### src/rtl/pipelined_cla_adder_pkg.sv
// Shared types and 4-bit carry-lookahead group helpers for the pipelined
// CLA adder/subtractor.
//   aluop_t   : operation select (ADD / SUB)
//   flags_t   : result flags {cout, ovf, zero, neg}
//   cla4_pg   : group propagate/generate of a 4-bit slice, returned as {P, G}
//   cla4_sum  : 4-bit sum of a slice given its carry-in
package pipelined_cla_adder_pkg;

  typedef enum logic {
    ADD = 1'b0,
    SUB = 1'b1
  } aluop_t;

  typedef struct packed {
    logic cout;
    logic ovf;
    logic zero;
    logic neg;
  } flags_t;

  function automatic logic [1:0] cla4_pg(input logic [3:0] a, input logic [3:0] b);
    logic [3:0] p;
    logic [3:0] g;
    logic       gp;
    logic       gg;
    p  = a ^ b;
    g  = a & b;
    gp = &p;
    gg = g[3] | (p[3] & g[2]) | (p[3] & p[2] & g[1]) | (p[3] & p[2] & p[1] & g[0]);
    return {gp, gg};
  endfunction

  function automatic logic [3:0] cla4_sum(input logic [3:0] a, input logic [3:0] b,
                                          input logic cin);
    logic [3:0] p;
    logic [2:0] g;
    logic [3:0] c;
    p    = a ^ b;
    g    = a[2:0] & b[2:0];
    c[0] = cin;
    c[1] = g[0] | (p[0] & cin);
    c[2] = g[1] | (p[1] & g[0]) | (p[1] & p[0] & cin);
    c[3] = g[2] | (p[2] & g[1]) | (p[2] & p[1] & g[0]) | (p[2] & p[1] & p[0] & cin);
    return p ^ c;
  endfunction

endpackage

### src/rtl/pipelined_cla_adder_cla_seg.sv
// cla_seg: combinational W-bit carry-lookahead adder built from 4-bit groups
// with a second lookahead level across the groups.
//   a, b  : W-bit operands (W a multiple of 4)
//   cin   : carry into bit 0
//   sum   : W-bit sum
//   cout  : carry out of bit W-1
//   pg/gg : segment-level propagate / generate (independent of cin)
module cla_seg
  import pipelined_cla_adder_pkg::*;
#(
  parameter int W = 16
) (
  input  logic [W-1:0] a,
  input  logic [W-1:0] b,
  input  logic         cin,
  output logic [W-1:0] sum,
  output logic         cout,
  output logic         pg,
  output logic         gg
);

  localparam int G = W / 4;

  logic [G-1:0] p;
  logic [G-1:0] g;
  logic [G:0]   c;

  always_comb begin
    p = '0;
    g = '0;
    for (int i = 0; i < G; i++) begin
      {p[i], g[i]} = cla4_pg(a[4*i +: 4], b[4*i +: 4]);
    end
  end

  // Each group carry is a flat sum of products over lower groups, so no
  // carry waits on the previous group's carry.
  always_comb begin
    logic carry;
    logic prod;
    carry = 1'b0;
    prod  = 1'b0;
    c     = '0;
    c[0]  = cin;
    for (int i = 0; i < G; i++) begin
      carry = 1'b0;
      for (int j = 0; j <= i; j++) begin
        prod = g[j];
        for (int m = j + 1; m <= i; m++) prod = prod & p[m];
        carry = carry | prod;
      end
      prod = cin;
      for (int m = 0; m <= i; m++) prod = prod & p[m];
      c[i+1] = carry | prod;
    end
  end

  always_comb begin
    logic gen;
    logic prod;
    gen  = 1'b0;
    prod = 1'b0;
    for (int j = 0; j < G; j++) begin
      prod = g[j];
      for (int m = j + 1; m < G; m++) prod = prod & p[m];
      gen = gen | prod;
    end
    gg = gen;
  end

  always_comb begin
    sum = '0;
    for (int i = 0; i < G; i++) begin
      sum[4*i +: 4] = cla4_sum(a[4*i +: 4], b[4*i +: 4], c[i]);
    end
  end

  assign pg   = &p;
  assign cout = c[G];

endmodule

### src/rtl/pipelined_cla_adder.sv
// pipelined_cla_adder: WIDTH-bit adder/subtractor resolved one SEG_W-bit
// segment per cycle, with a valid/ready handshake and backpressure.
//   clk, rst             : clock, synchronous active-high reset
//   in_valid / in_ready  : input handshake
//   a, b, cin            : operands and carry-in (cin ignored for SUB)
//   op_sub               : 0 = a+b+cin, 1 = a-b
//   sat_en               : clamp to the signed range on overflow
//   out_valid / out_ready: output handshake
//   sum, cout, ovf, zero, neg : result and flags
// Rank 0 captures the operation; rank k+1 holds it after segment k resolved.
// The final rank is the output register, so latency is STAGES+1 edges
// counting the accept edge.
module pipelined_cla_adder
  import pipelined_cla_adder_pkg::*;
#(
  parameter int WIDTH  = 32,
  parameter int STAGES = 2
) (
  input  logic             clk,
  input  logic             rst,
  input  logic             in_valid,
  output logic             in_ready,
  input  logic [WIDTH-1:0] a,
  input  logic [WIDTH-1:0] b,
  input  logic             cin,
  input  logic             op_sub,
  input  logic             sat_en,
  output logic             out_valid,
  input  logic             out_ready,
  output logic [WIDTH-1:0] sum,
  output logic             cout,
  output logic             ovf,
  output logic             zero,
  output logic             neg
);

  localparam int SEG_W = WIDTH / STAGES;

  function automatic logic [WIDTH-1:0] saturate(input logic [WIDTH-1:0] raw,
                                                input logic clamp,
                                                input logic a_msb);
    logic signed [WIDTH-1:0] s_max;
    logic signed [WIDTH-1:0] s_min;
    s_max = {1'b0, {(WIDTH-1){1'b1}}};
    s_min = {1'b1, {(WIDTH-1){1'b0}}};
    if (!clamp) return raw;
    return a_msb ? s_min : s_max;
  endfunction

  aluop_t op;
  assign op = op_sub ? SUB : ADD;

  logic [STAGES:0]   vld_p;
  logic [STAGES:0]   ld;
  logic [WIDTH-1:0]  a_p [STAGES];
  logic [WIDTH-1:0]  b_p [STAGES];
  logic [WIDTH-1:0]  s_p [STAGES];
  logic [STAGES-1:0] c_p;
  logic [STAGES-1:0] sat_p;
  logic [STAGES-1:0] unused_pg;
  logic [STAGES-1:0] unused_gg;
  flags_t            flags_q;

  // A rank loads when it, or any rank downstream of it, is empty, or when
  // the output is being taken: bubbles collapse and a full pipe still flows.
  always_comb begin
    ld = '0;
    for (int k = 0; k <= STAGES; k++) begin
      ld[k] = out_ready;
      for (int j = k; j <= STAGES; j++) begin
        if (!vld_p[j]) ld[k] = 1'b1;
      end
    end
  end

  assign in_ready  = ld[0];
  assign out_valid = vld_p[STAGES];

  always_ff @(posedge clk) begin
    if (rst) begin
      vld_p <= '0;
    end else begin
      if (ld[0]) vld_p[0] <= in_valid;
      for (int k = 1; k <= STAGES; k++) begin
        if (ld[k]) vld_p[k] <= vld_p[k-1];
      end
    end
  end

  // ---- rank 0: capture operands, B inverted and carry-in fixed for SUB ----
  always_ff @(posedge clk) begin
    if (ld[0]) begin
      a_p[0]   <= a;
      b_p[0]   <= (op == SUB) ? ~b : b;
      c_p[0]   <= (op == SUB) ? 1'b1 : cin;
      s_p[0]   <= '0;
      sat_p[0] <= sat_en;
    end
  end

  for (genvar k = 0; k < STAGES; k++) begin : g_st
    logic [SEG_W-1:0] seg_s;
    logic             seg_c;
    logic [WIDTH-1:0] s_nxt;

    cla_seg #(.W(SEG_W)) u_seg (
      .a    (a_p[k][k*SEG_W +: SEG_W]),
      .b    (b_p[k][k*SEG_W +: SEG_W]),
      .cin  (c_p[k]),
      .sum  (seg_s),
      .cout (seg_c),
      .pg   (unused_pg[k]),
      .gg   (unused_gg[k])
    );

    always_comb begin
      s_nxt                    = s_p[k];
      s_nxt[k*SEG_W +: SEG_W] = seg_s;
    end

    if (k < STAGES - 1) begin : g_mid
      // ---- rank k+1: segment k resolved, carry and upper operands forwarded ----
      always_ff @(posedge clk) begin
        if (ld[k+1]) begin
          a_p[k+1]   <= a_p[k];
          b_p[k+1]   <= b_p[k];
          s_p[k+1]   <= s_nxt;
          c_p[k+1]   <= seg_c;
          sat_p[k+1] <= sat_p[k];
        end
      end
    end else begin : g_fin
      logic             a_msb;
      logic             b_msb;
      logic             ovf_raw;
      logic [WIDTH-1:0] sum_sat;

      assign a_msb   = a_p[k][WIDTH-1];
      assign b_msb   = b_p[k][WIDTH-1];
      assign ovf_raw = (a_msb == b_msb) && (s_nxt[WIDTH-1] != a_msb);
      assign sum_sat = saturate(s_nxt, sat_p[k] && ovf_raw, a_msb);

      // ---- output rank: final segment, flags, saturation ----
      always_ff @(posedge clk) begin
        if (rst) begin
          sum     <= '0;
          flags_q <= '0;
        end else if (ld[STAGES]) begin
          sum          <= sum_sat;
          flags_q.cout <= seg_c;
          flags_q.ovf  <= ovf_raw;
          flags_q.zero <= (sum_sat == '0);
          flags_q.neg  <= sum_sat[WIDTH-1];
        end
      end
    end
  end

  assign cout = flags_q.cout;
  assign ovf  = flags_q.ovf;
  assign zero = flags_q.zero;
  assign neg  = flags_q.neg;

endmodule

### config.mk
export PLATFORM = sky130hd
export DESIGN_NAME = pipelined_cla_adder
export DESIGN_NICKNAME = d
export VERILOG_FILES = /design/src/rtl/pipelined_cla_adder_pkg.sv /design/src/rtl/pipelined_cla_adder_cla_seg.sv /design/src/rtl/pipelined_cla_adder.sv
export SDC_FILE = /design/constraint.sdc
export NUM_CORES = 1
export LEC_CHECK = 0
export BUFFER_PORTS_ARGS = -buffer_cell sky130_fd_sc_hd__buf_2
export CAP_MARGIN = 10
export CELL_PAD_IN_SITES_DETAIL_PLACEMENT = 1
export CELL_PAD_IN_SITES_GLOBAL_PLACEMENT = 1
export CORE_MARGIN = 4
export CORE_UTILIZATION = 40
export DETAILED_ROUTE_END_ITERATION = 10
export PLACE_DENSITY = 0.7
export REMOVE_ABC_BUFFERS = 1
export SLEW_MARGIN = 5
export SYNTH_ARGS = -nofsm -noshare
export SYNTH_HDL_FRONTEND = slang
export SYNTH_SLANG_ARGS = --single-unit
### constraint.sdc
create_clock -name clk -period 5 [get_ports clk]
set_clock_uncertainty 0.05 [all_clocks]
set_input_delay 0.25 -clock clk [delete_from_list [all_inputs] [get_ports clk]]
set_output_delay 0.25 -clock clk [all_outputs]
set_load 0.05 [all_outputs]
* Word level (Yosys, flattened, before mapping)
Memories as Yosys holds them, arrays and structs flattened.
Cells that the tools add are included.
** Storage, ports and cells
- Output and inout port bits :: 38
- Logic and storage cells :: 299
- Memory bits (writable) :: 192
- Input port bits :: 71
- Register bits after elaboration :: 43
- Memories kept :: 3
** Operators by class
- Equal/unequal tests :: 2
- Multiplexer cells :: 14
- Bitwise operators :: 257
- Reduce and logical (&&, ||, !) cells :: 11
** Memory list
- a_p :: depth 2, width 32, rd ports 2, clocked after Yosys merged registers in 0, wr ports 2, RTL line pipelined_cla_adder.sv:55 : logic [WIDTH-1:0] a_p [STAGES];
- b_p :: depth 2, width 32, rd ports 2, clocked after Yosys merged registers in 0, wr ports 2, RTL line pipelined_cla_adder.sv:56 : logic [WIDTH-1:0] b_p [STAGES];
- s_p :: depth 2, width 32, rd ports 2, clocked after Yosys merged registers in 0, wr ports 2, RTL line pipelined_cla_adder.sv:57 : logic [WIDTH-1:0] s_p [STAGES];
** Operators by type and width (number)
- $and 1x1->1 :: 132
- $mux 32 :: 3
- $or 1x1->1 :: 92
- $xor 4x4->4 :: 16
- $and 4x4->4 :: 8
- $logic_not 32->1 :: 1
- $not 32->32 :: 1
- $reduce_and 4->1 :: 8
- $and 3x3->3 :: 8
- $mux 1 :: 11
- $logic_and 1x1->1 :: 2
- $eq 1x1->1 :: 1
- $ne 1x1->1 :: 1

* Longest topological paths before layout
Gate-level depths: netlist (run 1).
- Depth in word-level cells :: 18
- Mapped depth :: 13
- Mapped depth without buffers :: 13

* By module
Synthesis (run 1) repeated with hierarchy kept, for this count alone.
** Second synthesis, totals
- Cells, all modules :: 611
- Area total of the unflattened synthesis :: 7240.7 sq um
** By module, submodules not included
- pipelined_cla_adder :: area each 5647.9 sq um, seq. area each 4244.1 sq um, times used 1, cells an instance 409
- cla_seg at g_st[0].u_seg :: area each 799.5 sq um, seq. area each 0.0 sq um, times used 1, cells an instance 103
- cla_seg at g_st[1].u_seg :: area each 793.3 sq um, seq. area each 0.0 sq um, times used 1, cells an instance 99

* Least setup slack after synthesis (run 1)
OpenSTA, ideal clock, no wires.
- Kind :: reg-to-reg
- Start point :: register vld_p[2]
- End point :: memory a_p[0][0] (enable)
- Data arrival time :: 2860 ps
- Required time :: 3930 ps
- Setup slack :: 1069 ps
- Buffers on the path :: 1
- Cell stages (with the launch flop) :: 4
- Cell sequence :: dfxtp_1 and2b_2 clkbuf_8 nand3_1
** RTL lines
- from (decl) :: RTL line pipelined_cla_adder.sv:53 : logic [STAGES:0] vld_p;
- from (signal, indexed assignment) :: RTL line pipelined_cla_adder.sv:85 : if (ld[k]) vld_p[k] <= vld_p[k-1];
- to (decl) :: RTL line pipelined_cla_adder.sv:55

==> results_dict.tcl, run 1 <==
set metrics [dict create \
    top_layer "met4" \
    grt_first_pass_wirelength_um 24800 \
    hold_viol_final 0 \
    clock_latency_ns 0.43 \
    die_w_um 137 \
    hp-start "rst" \
    die_y_um 137 \
    final_cell_mix "edfxtp_1, buf_2, nor2_1, a21oi_1, xor2_1" \
    route.met3.wl_um 540 \
    cts_tree "yes" \
    root_buffer "clkbuf_16" \
    synth_edf_count 116 \
    power.leakage_nw 3.46 \
    dp_hpwl_um 10500 \
    setup_viol 0 \
    nets 749 \
    gr-total-overflow 0 \
    reg2reg_slack_ns 1.22 \
    wl_met2_um 8430 \
    crit_fanout 4 \
    synth.distinct_cells 53 \
    drtIter0Drc 254 \
    powerDensity_mw_per_mm2 439 \
    antenna_found_initial 0 \
    reg2reg_depth 12 \
    yosys_register_bits 154 \
    required_ns 5.32 \
    fillers 1707 \
    start_util_pct 41.3 \
    areaGrowthSynthToFinish_pct 24.5 \
    ys_seq_area_share_pct 63.8 \
    fin_crit_sh_pct 75.5 \
    io_pins 109 \
    rsz0062_at_grt "no" \
    grtUsageTotal_pct 17.6 \
    synth_cells 493 \
    worst_pin_slew_ns 1.11 \
    totalWireLength_um 15700 \
    min_path_cells 2 \
    ant_nets 0 \
    cts_resized 0 \
    cts.sinks 154 \
    gp_congestion 0.839 \
    maxCapViolations 0 \
    holdPathEnd "ovf$_SDFFE_PP0P_" \
    rows 46 \
    syn-mean-instance-area_um2 13.5 \
    dieArea_mm2 0.0188 \
    final_common_cell "edfxtp_1" \
    slew_viol_final 0 \
    drcViolationCount 0 \
    crit_path_start_kind "flop" \
    vias_per_cell 5.00 \
    yosys_warnings 0 \
    cp.arrival_ns 4.09 \
    cts.path.max_buffers 2 \
    dr.pass1.iters 4 \
    grt_max_degree 69 \
    hold_slack_ns 0.0253 \
    syn_area_mm2 0.00665 \
    met1Wirelength_um 6540 \
    reg2reg_from "b_p[0][48]$_DFFE_PP_" \
    relSlewSlack_pct 25.8 \
    async_flop_share_pct 0 \
    path_class "reg -> reg" \
    cts_buffers 17 \
    worstReg2RegEnd "zero$_SDFFE_PP0P_" \
    n_antenna_cell 0 \
    grt_pass1_vias 4720 \
    synth_ff_type "edfxtp_1" \
    startpoint "b_p[0][48]$_DFFE_PP_" \
    portBuffers 108 \
    placed_cells 800 \
    run_status "finished, final reports clean" \
    clk_pin_slew_ns 0.06 \
    min_period_ns 3.78 \
    htreeDepth 4 \
    ir_worst_vdd_v 0.000245 \
    end_kind "flop" \
    final_cells 867 \
    post_drt_wl_per_cell_um 18.1 \
    num_vias 4337 \
    max_freq_mhz 265 \
    layout-drive-gt1-share_pct 23.7 \
    hold_class "in -> reg" \
    finalSetupTns_ns 0 \
    core-area_mm2 0.0161 \
]
[Yosys cell counts, drive strengths merged, types with 2 or more instances]
cell / n / area (um2)
a211oi: 4 / 30.0
a21o: 6 / 45.0
a21oi: 42 / 214
a311oi: 5 / 43.8
a31oi: 2 / 12.5
buf: 10 / 67.6
clkbuf: 8 / 40.0
dfxtp: 38 / 761
edfxtp: 116 / 3480
fa: 8 / 160
ha: 32 / 400
inv: 17 / 63.8
nand2: 14 / 52.6
nand2b: 2 / 12.5
nand3: 7 / 35.0
nand4: 2 / 12.5
nor2: 48 / 180
nor3: 4 / 20.0
nor4: 4 / 25.0
o211a: 2 / 20.0
o21a: 3 / 22.5
o21ai: 36 / 184
o21bai: 3 / 22.5
o31ai: 4 / 57.6
or2: 4 / 25.0
or4: 2 / 15.0
xnor2: 14 / 123
xor2: 39 / 342
[area by class of cell]
type | instances | area, um2 | area share, %
multi-input combinational | 303 | 2220 | 26.8
inverter | 17 | 63.8 | 0.771
sequential | 154 | 4240 | 51.3
clock inverter | 10 | 60.1 | 0.725
tap | 216 | 270 | 3.26
timing repair buffer | 145 | 916 | 11.1
clock buffer | 22 | 508 | 6.13
[worst max path at each step]
stage	endpoint	slack (ns)	depth (start not counted)
2_1_floorplan	a_p[0][0]$_DFFE_PP_	1.11	2
3_3_place_gp	zero$_SDFFE_PP0P_	1.46	12
3_5_place_dp	zero$_SDFFE_PP0P_	1.32	12
4_1_cts	zero$_SDFFE_PP0P_	1.23	12
5_1_grt	zero$_SDFFE_PP0P_	1.08	13
6_report	zero$_SDFFE_PP0P_	1.22	12
[power breakdown]
| part | switching [mW] | leakage [nW] | internal (mW) |
|---|---|---|---|
| sequential | 0.0889 | 1.54 | 1.56 |
| combinational | 0.495 | 1.64 | 0.261 |
| clock | 0.511 | 0.286 | 0.721 |
[registers in the layout, indices dropped and copies added (netlist names)]
register and flops:
zero 1, c_p 2, s_p 16, vld_p 3
ovf 1, cout 1, b_p 48, a_p 48
sat_p 2, sum 32
[cell families after synthesis]
logic type | after synthesis | synth area share [%]
xor+xnor | 53 | 6.98
fa+ha+maj | 40 | 8.43
simple gates | 93 | 6.38
mux | 2 | 0.508
flops | 154 | 63.8
buf+inv | 36 | 3.07
compound gates | 115 | 10.8
[per-layer routing]
| metal | vias to the layer above | global-route usage, % |
|---|---|---|
| met4 | 0 | 6.60 |
| met3 | 11 | 3.57 |
| met2 | 88 | 31.3 |
| li1 | 2087 | - |
| met1 | 2151 | 21.1 |
| met5 | - | 0 |
[repair_timing]
item	in CTS	in global routing
endpoints found under the hold margin	34	0
setup buffers	0	0
hold buffers	34	0
[critical path: stages, from the launching register on]
cell      delay (ns)
edfxtp_1        0.40
ha_1            0.31
a211o_1         0.32
o21ai_2         0.12
o31ai_4         0.13
a21o_1          0.20
fa_1            0.46
nor4b_1         0.38
nand4_1         0.14
or4_1           0.50
or4_1           0.41
o21ai_1         0.15
a32o_1          0.14
[through the flow]
| stage | total power [mW] | worst slack (ns) | cell area [um2] | util [%] |
|---|---|---|---|---|
| 5_1_grt | 3.80 | 1.08 | 8280 | 51.4 |
| 3_5_place_dp | 2.41 | 1.32 | 7350 | 45.6 |
| 3_3_place_gp | 2.37 | 1.46 | 7350 | 45.6 |
| 6_report | 3.63 | 1.22 | 8280 | 51.4 |
| 2_1_floorplan | 2.16 | 1.11 | 6510 | - |
| 4_1_cts | 3.67 | 1.23 | 8260 | 51.3 |
Power figures use the tool's default switching activity.
==> run 2: changes to the inputs <==
PLACE_DENSITY = 0.73   (was 0.7)
clock period = 3.2 ns   (was 5 ns; I/O delays follow)
==> results_dict.tcl, run 2 (synthesis results as in run 1) <==
set metrics [dict create \
    grt_max_degree 36 \
    nets 822 \
    hold_class "in -> reg" \
    crit_fanout 2 \
    slew_viol_final 0 \
    run_status "finished with violations" \
    clk_pin_slew_ns 0.06 \
    final_cell_mix "edfxtp_1, buf_2, dlygate4sd3_1, nor2_1, buf_4" \
    reg2reg_from "b_p[0][48]$_DFFE_PP_" \
    totalWireLength_um 18400 \
    cts.sinks 154 \
    crit_path_start_kind "flop" \
    worst_pin_slew_ns 1.00 \
    layout-drive-gt1-share_pct 28.9 \
    fin_crit_sh_pct 111 \
    regArea_mm2 0.00424 \
    route.met3.wl_um 878 \
    top_layer "met4" \
    setup_ws_ns -0.356 \
    start_util_pct 41.3 \
    grt_first_pass_wirelength_um 28500 \
    reg_top3 "a_p: 48 flops, b_p: 48 flops, sum: 32 flops" \
    violations "negative setup slack" \
    post_drt_wl_per_cell_um 19.6 \
    met1Wirelength_um 7160 \
    areaGrowthSynthToFinish_pct 37.2 \
    n_antenna_cell 0 \
    cts.path.max_buffers 2 \
    wl_met2_um 9770 \
    drtIter0Drc 241 \
    gp_congestion 0.843 \
    fillers 1652 \
    startpoint "b_p[0][48]$_DFFE_PP_" \
    cts_tree "yes" \
    grt_pass1_vias 5282 \
    cp.arrival_ns 3.87 \
    rows 46 \
    required_ns 3.52 \
    dr.pass1.iters 4 \
    dieArea_mm2 0.0188 \
    final_cells 940 \
    end_kind "flop" \
    htreeDepth 4 \
    io_pins 109 \
    rsz0062_at_grt "yes" \
    clock_latency_ns 0.43 \
    die_y_um 137 \
    grtUsageTotal_pct 20.3 \
    die_w_um 137 \
    min_period_ns 3.56 \
    ant_nets 0 \
    multi_input_comb_area_mm2 0.00237 \
    powerDensity_mw_per_mm2 663 \
    maxCapViolations 0 \
    setup_viol 1 \
    max_freq_mhz 281 \
    ir_worst_vdd_v 0.000314 \
    path_class "reg -> reg" \
    power.leakage_nw 3.84 \
    hold_viol_final 0 \
    dp_hpwl_um 11600 \
    placed_cells 834 \
    core-area_mm2 0.0161 \
    portBuffers 108 \
    num_vias 4774 \
    antenna_found_initial 0 \
    cts_buffers 17 \
    drcViolationCount 0 \
    hp-start "b[16]" \
    final_common_cell "edfxtp_1" \
    vias_per_cell 5.08 \
    power.total_mw 6.05 \
    relSlewSlack_pct 33.2 \
    gr-total-overflow 0 \
    root_buffer "clkbuf_16" \
]
[run 2: cell count changes in the layout (fill, tap and decap cells not counted), moves of 2 or more]
cell	change
buf_4	+38
dlygate4sd3_1	+32
ha_1	-6
ha_4	+6
clkbuf_1	+4
clkinv_2	-3
inv_4	-3
a21oi_1	-2
a21oi_2	+2
clkbuf_16	+2
[run 2: worst paths after layout]
check                              end  slack, ns  cells past startpoint
setup / recovery     zero$_SDFFE_PP0P_      -0.36                     12
hold / removal    b_p[0][16]$_DFFE_PP_       0.02                      2
setup reg to reg     zero$_SDFFE_PP0P_      -0.36                     12
hold reg to reg   b_p[0][51]$_DFFE_PP_       0.37                      0
[run 2: timing repair]
| action | in CTS | in global routing |
|---|---|---|
| resized for setup | 11 | 9 |
| hold buffers | 66 | 0 |
| buffers inserted | 3 | 3 |
| gates cloned | 1 | 1 |
| hold endpoints to repair | 70 | 0 |
| endpoints found under the setup margin | 9 | 29 |
| pin swaps | 5 | 11 |
[run 2: worst max-delay path: stages (launching register included)]
cell,delay [ns]
edfxtp_1,0.40
ha_1,0.32
a211o_1,0.29
o21ai_2,0.11
buf_4,0.16
o21ai_0,0.14
fa_1,0.44
xnor2_1,0.30
nand3b_1,0.13
or4_1,0.48
or4_4,0.43
o21ai_2,0.13
a32o_1,0.13
[run 2: metrics by stage]
step / utilization (%) / setup slack [ns] / hold WS [ns] / setup TNS, ns / cell area [um2]
after floorplan: - / -0.690 / 0.179 / -46.15 / 6510
after global placement: 47.4 / -0.294 / 0.288 / -0.294 / 7630
after detailed placement: 47.4 / -0.467 / 0.288 / -0.687 / 7630
after CTS: 55.9 / -0.375 / 0.000535 / -0.375 / 9010
after global routing: 56.6 / -0.458 / 0.00786 / -0.467 / 9130
final: 56.6 / -0.356 / 0.0204 / -0.356 / 9130
[run 2: metal layers]
| layer | GRT usage [%] | up-vias |
|---|---|---|
| met4 | 9.92 | 0 |
| met1 | 23.2 | 2351 |
| met2 | 35.7 | 139 |
| met5 | 0 | - |
| met3 | 4.67 | 43 |
| li1 | - | 2241 |
[run 2: layout make-up]
cell class              instances  area share [%]
flip-flops and latches        154            46.5
multi-input cells             304            26.0
repair buffers                217            17.2
clock buffers                  28            6.16
well taps                     216            2.96
inverters                      17           0.699
clock inverters                 4           0.535
[run 2: where the power goes]
| group | internal, mW | switching, mW |
|---|---|---|
| registers | 2.43 | 0.156 |
| logic | 0.552 | 0.852 |
| clock network | 1.28 | 0.780 |
==> run 3: changes to the inputs <==
GPL_ROUTABILITY_DRIVEN = 1   (was default)
PLACE_DENSITY = 0.7   (was 0.73)
clock period = 3.5 ns   (was 3.2 ns; I/O delays follow)
==> results_dict.tcl, run 3 (synthesis results as in run 1) <==
set metrics [dict create \
    grt_first_pass_wirelength_um 25500 \
    htreeDepth 4 \
    cts_buffers 17 \
    crit_slowest_cell "fa_1" \
    placed_cells 818 \
    max_freq_mhz 282 \
    drtIter0Drc 246 \
    fillers 1678 \
    required_ns 3.82 \
    hp-start "b[16]" \
    gr-total-overflow 0 \
    ir_worst_vdd_v 0.000363 \
    reg2reg_slack_ns -0.05 \
    clock_latency_ns 0.43 \
    power.leakage_nw 3.73 \
    p_switching_mw 1.61 \
    pwr-share-comb_pct 22.7 \
    final_common_cell "edfxtp_1" \
    slew_viol_final 0 \
    ant_nets 0 \
    areaGrowthSynthToFinish_pct 34.7 \
    power.total_mw 5.43 \
    grt_max_degree 51 \
    crit_path_start_kind "flop" \
    root_buffer "clkbuf_16" \
    worstReg2RegEnd "zero$_SDFFE_PP0P_" \
    fin_crit_sh_pct 101 \
    dieArea_mm2 0.0188 \
    totalWireLength_um 16600 \
    switching_share_pct 29.6 \
    cp_num_buf_inv 0 \
    die_y_um 137 \
    path_class "reg -> reg" \
    path_cells "ha_4 -> a21oi_4 -> o211a_1 -> o31ai_4 -> a21o_1 -> fa_1 -> nor4b_2 -> nand4_1 -> or4_1 -> or4_1 -> o21ai_1 -> a32o_1" \
    finalSetupTns_ns -0.0500 \
    cts_tree "yes" \
    min_period_ns 3.55 \
    cpMostUsedCell "or4_1" \
    core-area_mm2 0.0161 \
    hold_viol_final 0 \
    end_kind "flop" \
    path_delay_family "simple AND/OR/NAND/NOR gates" \
    clockPowerShare_pct 33.9 \
    reg_top3 "a_p: 48 flops, b_p: 48 flops, sum: 32 flops" \
    post_drt_wl_per_cell_um 17.9 \
    holdPathEnd "b_p[0][16]$_DFFE_PP_" \
    portBuffers 108 \
    hold_class "in -> reg" \
    violations "negative setup slack" \
    io_pins 109 \
    maxCapViolations 0 \
    critical_path.max_stage_delay_ns 0.50 \
    sequentialPowerShare_pct 43.4 \
    num_vias 4587 \
    p_int_mw 3.82 \
    start_util_pct 41.3 \
    setup_ws_ns -0.0500 \
    run_status "finished with violations" \
    dp_hpwl_um 10600 \
    vias_per_cell 4.96 \
    grt_pass1_vias 4929 \
    grtUsageTotal_pct 18.1 \
    layout-drive-gt1-share_pct 27.9 \
    crit_fanout 3 \
    dp_slack_ns -0.151 \
    worst_pin_slew_ns 1.01 \
    clk_pin_slew_ns 0.06 \
    min_path_cells 2 \
    nets 807 \
    relSlewSlack_pct 32.7 \
    cts.sinks 154 \
    cts.path.max_buffers 2 \
    reg2reg_from "b_p[0][51]$_DFFE_PP_" \
    reg2reg_depth 12 \
    powerDensity_mw_per_mm2 606 \
    setup_viol 1 \
    rows 46 \
    die_w_um 137 \
    gp_congestion 0.833 \
    final_cell_mix "edfxtp_1, buf_2, dlygate4sd3_1, nor2_1" \
    n_antenna_cell 0 \
    drcViolationCount 0 \
    rsz0062_at_grt "yes" \
    dr.pass1.iters 4 \
    cp.arrival_ns 3.87 \
    final_cells 925 \
    antenna_found_initial 0 \
]
-- run 3: power groups by stage --
stage / Clock (mW) / Combinational [mW] / Sequential, mW
6_report: 1.84 / 1.23 / 2.36
5_1_grt: 1.96 / 1.34 / 2.38
4_1_cts: 1.88 / 1.18 / 2.35
3_5_place_dp: 0 / 1.08 / 2.39
3_3_place_gp: 0 / 1.06 / 2.37
2_1_floorplan: 0 / 0.464 / 2.63
-- run 3: per-layer routing --
metal	up-vias	routed length (um)	global-route usage (%)
met5	-	0	0
met4	0	234	6.82
met3	14	703	4.04
met2	104	8830	32.1
met1	2259	6780	21.5
li1	2210	-	-
-- run 3: worst max path at each step --
| stage | depth (start not counted) | to | startpoint |
|---|---|---|---|
| after detailed placement | 12 | zero$_SDFFE_PP0P_ | b_p[0][58]$_DFFE_PP_ |
| after global placement | 12 | zero$_SDFFE_PP0P_ | b_p[0][48]$_DFFE_PP_ |
| after CTS | 12 | zero$_SDFFE_PP0P_ | b_p[0][54]$_DFFE_PP_ |
| after floorplan | 2 | a_p[0][0]$_DFFE_PP_ | vld_p[2]$_SDFFE_PP0P_ |
| final | 12 | zero$_SDFFE_PP0P_ | b_p[0][51]$_DFFE_PP_ |
| after global routing | 14 | zero$_SDFFE_PP0P_ | a_p[0][48]$_DFFE_PP_ |
-- run 3: per-stage QoR --
stage	util (%)	instance area [um2]	hold slack, ns
after global placement	46.5	7490	0.303
after global routing	55.6	8960	0.000214
after floorplan	-	6510	0.194
after CTS	54.7	8810	0.00180
final	55.6	8960	0.0189
after detailed placement	46.5	7490	0.304
-- run 3: layout make-up --
cell class / instances / area [um2] / share of cell area (%)
Tap cell: 216 / 270 / 3.02
Clock buffer: 19 / 433 / 4.83
Sequential cell: 154 / 4240 / 47.4
Inverter: 17 / 63.8 / 0.712
Clock inverter: 13 / 153 / 1.70
Multi-Input combinational cell: 303 / 2370 / 26.4
Timing Repair Buffer: 203 / 1430 / 15.9
-- run 3: what timing repair did --
item | in CTS | in global routing
endpoints found under the hold margin | 67 | 0
hold buffers | 64 | 0
setup buffers | 3 | 7
gates resized for setup | 11 | 10
pin swaps | 5 | 8
setup endpoints to repair | 1 | 13
cloned | 0 | 0
